`src/rtl/mux_sel_sequencer.sv`:
```
// Parallel-to-serial feeder for mux8to1: latches a word, steps sel through
// 0..WIDTH-1 (each index held HOLD beats) and honours downstream backpressure.
module mux_sel_sequencer #(
  parameter int WIDTH = 8,
  parameter int SEL_W = 3,
  parameter int HOLD  = 1
) (
  input  logic             clk,
  input  logic             rst_n,
  input  logic [WIDTH-1:0] in_data,
  input  logic             in_valid,
  output logic             in_ready,
  output logic [WIDTH-1:0] a,
  output logic [SEL_W-1:0] sel,
  output logic             ser_out,
  output logic             ser_valid,
  input  logic             ser_ready,
  output logic             ser_last,
  output logic             done
);

  // state | meaning
  // IDLE  | no frame in flight, waiting for a word
  // RUN   | serializing the latched word, sel/hold_cnt advance on ser_ready
  typedef enum logic {IDLE, RUN} state_t;

  localparam int HW = (HOLD > 1) ? $clog2(HOLD) : 1;
  localparam logic [HW-1:0]    HOLD_M1  = HW'(HOLD - 1);
  localparam logic [SEL_W-1:0] LAST_SEL = SEL_W'(WIDTH - 1);

  state_t          state;
  logic [HW-1:0]   hold_cnt;

  assign ser_valid = (state == RUN);
  assign ser_last  = (state == RUN) && (sel == LAST_SEL) && (hold_cnt == HOLD_M1);
  assign in_ready  = (state == IDLE) || (ser_last && ser_ready);
  assign ser_out   = a[sel];

  always_ff @(posedge clk) begin
    if (!rst_n) begin
      state    <= IDLE;
      a        <= '0;
      sel      <= '0;
      hold_cnt <= '0;
      done     <= 1'b0;
    end else begin
      done <= 1'b0;
      case (state)
        IDLE: begin
          sel      <= '0;
          hold_cnt <= '0;
          if (in_valid) begin
            a     <= in_data;
            state <= RUN;
          end
        end
        RUN: begin
          if (ser_ready) begin
            if (ser_last) begin
              sel      <= '0;
              hold_cnt <= '0;
              done     <= 1'b1;
              // a following word chains straight into the next frame
              if (in_valid) a <= in_data;
              else          state <= IDLE;
            end else if (hold_cnt != HOLD_M1) begin
              hold_cnt <= hold_cnt + HW'(1);
            end else begin
              hold_cnt <= '0;
              sel      <= sel + SEL_W'(1);
            end
          end
        end
        default: state <= IDLE;
      endcase
    end
  end

endmodule

```
`config.mk`:
```
export PLATFORM = sky130hd
export DESIGN_NAME = mux_sel_sequencer
export DESIGN_NICKNAME = d
export VERILOG_FILES = /design/src/rtl/mux_sel_sequencer.sv
export SDC_FILE = /design/constraint.sdc
export NUM_CORES = 1
export LEC_CHECK = 0
export CAP_MARGIN = 20
export CORE_MARGIN = 5
export CORE_UTILIZATION = 39
export DETAILED_ROUTE_END_ITERATION = 8
export HOLD_SLACK_MARGIN = 0.05
export PLACE_DENSITY = 0.8
export SETUP_SLACK_MARGIN = 0.3
export SLEW_MARGIN = 20
export SYNTH_ARGS = -nofsm -noshare
export SYNTH_HDL_FRONTEND = slang
export SYNTH_SLANG_ARGS = --single-unit
```
`constraint.sdc`:
```
create_clock -name clk -period 2.4 [get_ports clk]
set_clock_uncertainty 0.2 [all_clocks]
set_input_delay 0.72 -clock clk [delete_from_list [all_inputs] [get_ports clk]]
set_output_delay 0.72 -clock clk [all_outputs]
set_load 0.05 [all_outputs]
```
# == Word-level counts from Yosys, hierarchy flattened ==
# Index checks and enable logic that the tools add are counted.
# W data, S select, Z words.
# totals
in_bits,12
regBits,14
word_cells,40
out_inout_bits,16
# classes
eq_ne,4
add_sub_neg,2
n_reduce_logical,7
order_cmp,1
n_mux,19
bitwise_logic,2
# op_table
cell,count
$mux W8,3
$pmux W8 S2,1
$mux W3,3
$mux W1,8
$pmux W3 S2,1
$lt A3 B4 Y1 const B,1
$ne A2 B2 Y1 const B,2
$pmux W1 S2,2
$reduce_and A2 Y1,2
$add A3 B1 Y3 const B,1
$bmux W1 S3,1
$eq A3 B3 Y1 const B,1
$logic_and A1 B1 Y1,3
$ne A3 B3 Y1 const B,1
$reduce_and A3 Y1,1
$not A1 Y1,2
$add A1 B1 Y1 const B,1
$logic_or A1 B1 Y1,1

# == Longest topological paths before layout ==
# logic_depth
ltp_word,6
ltp_mapped,6
depth_no_buf,5

# == Worst setup path before layout ==
# OpenSTA, ideal clock, no wires.
# synth_path
path_type,register -> output
start,register sel[0]
end,output ser_out
arrival_ns,1.677
t_required_ns,1.480
path_slack_ns,-0.197
stages_incl_launch_ff,4
path_cell_list,dfxtp_1 mux4_1 nand2_1 nand2_1
# synth_between
elab_chain_len,2
# synth_rtl
element,line_no,rtl
start: declaration,14,"output logic [SEL_W-1:0] sel,"
start signal: assignment,70,sel <= sel + SEL_W'(1);
$bmux W1 S3,37,assign ser_out = a[sel];
$mux W1 (implied by the code),37,
end: declaration,15,"output logic ser_out,"
# No other way between the ends. The select of a mux whose other input is x is not followed.

# == Final worst setup path ==
# Ends and elaborated chain as after synthesis.

==> metrics.cfg <==
[cts]
clock-root-buffer=clkbuf_4
clockBufferDepth=2
tritoncts=built
clock_latency_ns=0.27
cts_buffers=3
clkTransAtPathRegs_ns=0.08
cts-hold-fix-buffers=0
h-tree-depth=1
clock-sinks=13

[grt]
antenna_found_initial=0
grt_usage=0.123
grt_overflow=0
grt_pass1_wl_microns=2350
grt_max_degree=22
grt_pass1_vias=533

[detailed_routing]
drtPass1Iterations=4
drt_iter0_markers=16
wirelength_microns=1400
vias=563
post-route-drc-count=0
viasPerCell=4.94
wl_per_cell_microns=12.3
antenna_left=0

[layout]
fin_nets=113
postLayoutCellArea_sq_um=982
seqCellArea_sq_um=272
drive_gt1_frac=0.398
multi_input_comb_area_sq_um=334
fill_cells=139
final_cells=114
diodes=0
area.growth.synth_to_final_pct=59.9

[critical_path]
rr_startpoint=sel[0]
path_max_fanout=4
endpoint=ser_out
cp.required_ns=1.48
r2r-end=a[1]
critPathArrivalTime_ns=1.45
r2r_slack_ns=0.56
worstSetupStartpoint=sel[0]
reg2reg_depth=8
critPathLaunchType=flop
end_kind=output port
path_class=flop to output port

[logic_synthesis]
ys_top_cells_by_area=dfxtp_1 42%, mux2i_1 15%, nand2_1 13%
ys_types=15
synthMuxAreaShare=0.232
yosys.area_share.simple=0.204
yosysMostFrequentCell=nand2_1
yosys-top-cells-count=21 x nand2_1, 13 x dfxtp_1, 9 x mux2i_1
yosys_register_bits=13
synth_xor_xnor_area_share=0
synth_top_family_by_area=multiplexers
synth_compound_area_frac=0.0509
ys_seq_area_frac=0.424
netlist.area_leader.share=0.424
synth_edf_count=0
async_flop_share=0
ys_warn_count=0
syn_inst=64
yosys_most_used_dff=dfxtp_1
yosys.area.top_type=dfxtp_1
syn_avg_cell_area_sq_um=9.60
synth_fa_ha_area_frac=0.0407
syn-num-nets=78
synthesis.area_sq_um=614

[sta]
fmax_ghz=0.421
fin_crit_sh=0.990
fin_hold_ws_ns=0.271
setup_viol=0
rsz0062_at_grt=yes
hold_violations=0
timing.slew.headroom=0.677
worstMarginPinSlew_ns=0.487
drv_slew=0
layout_min_cycle_time_ns=2.37

[hold_path]
hold_class=flop to flop

[floorplan]
num_io_pins=28
initial_core_util=0.408
core_sq_um=1510
dieArea_sq_um=2470
num_rows=14
die_w_microns=49.7
dieHeight_microns=49.7

[power_and_ir_drop]
p_per_area_nw_per_um2=513
ir_drop_mv=0.342
power_switching_mw=0.153
internal_power_mw=0.351
pwr-share-comb=0.272
total_power_mw=0.504
p_leak_nw=0.453
pwr-share-seq=0.465
power_switching_share=0.304
clock_power_share=0.263

[placement]
dp_cells=108
gp_congestion=0.852
hpwl_microns=1080
placed_area_sq_um=938
io_buffers=27

[outcome]
status=complete, no violations

[flow_run]
maxCapViolCount=0

## per-stage QoR
stage                     worst slack (ns)  TNS, ns  utilization
final                               0.0251        0        0.652
after global routing               -0.0363  -0.0572        0.652
after CTS                          0.00835        0        0.652
after detailed placement           -0.0805  -0.0805        0.623
after global placement             -0.0837  -0.0837        0.623
after floorplan                      0.244        0            -
## layout by cell type, fill, tap and decap left out, types with 2 or more instances in the layout
cell type        synthesis  routed
dlygate4sd2_1            0       2
mux4_2                   0       2
nand2_2                  0       2
inv_1                    3       2
mux2i_1                  9       9
dfxtp_1                 13       8
dfxtp_4                  0       2
o22ai_1                  2       2
dfxtp_2                  0       3
buf_12                   0       3
buf_4                    0      17
and3_1                   4       4
nand2_1                 21      18
clkbuf_4                 0       3
clkdlybuf4s50_1          0      10
## area by class of cell
class                           instances  area share
Inverter                                3      0.0140
Tap cell                               16      0.0204
Timing Repair Buffer                   33       0.322
Sequential cell                        13       0.276
Multi-Input combinational cell         45       0.340
Clock buffer                            4      0.0268
## logic make-up after synthesis
group,count (synthesis)
compound gates,4
fa+ha+maj,2
buf+inv,6
flops,13
mux,11
simple gates,28
## registers in the layout, indices dropped and copies added (netlist names)
signal and flops:
ser_valid 1, done 1, a 8, sel 3
## worst max-delay path, cell delays in order (launching register included)
cell and delay, ns:
dfxtp_4 0.39, mux4_2 0.52, nand2_2 0.09, nand2_4 0.04, buf_6 0.14
## power by group through the flow
stage               registers [mW]  logic (mW)  clock network (mW)
finish                       0.234       0.137               0.133
detailed placement           0.240       0.134                   0
CTS                          0.234       0.138               0.137
global route                 0.236       0.145               0.149
floorplan                    0.274      0.0435                   0
global placement             0.239       0.133                   0
## layer usage
layer | share of wire | global-route usage | vias to the layer above
met5 | 0 | 0 | -
met4 | 0.015 | 0.0655 | 0
met3 | 0.068 | 0.0392 | 2
met2 | 0.47 | 0.201 | 19
met1 | 0.44 | 0.140 | 256
li1 | - | - | 286
## how the worst min path moves through the flow
stage	cells after the start	start	end	slack, ns
2_1_floorplan	2	a[1]	a[1]	0.37
3_3_place_gp	2	a[5]	a[5]	0.25
3_5_place_dp	2	a[1]	a[1]	0.26
4_1_cts	2	a[1]	a[1]	0.27
5_1_grt	2	a[5]	a[5]	0.29
6_report	2	a[1]	a[1]	0.27
## timing repair
item / 4_1_cts / 5_1_grt
setup endpoints to repair: 4 / 3
pin swaps: 2 / 1
gates resized for setup: 6 / 0
buffers inserted: 2 / 0
endpoints found under the hold margin: 0 / 0
Power figures use the tool's default switching activity.
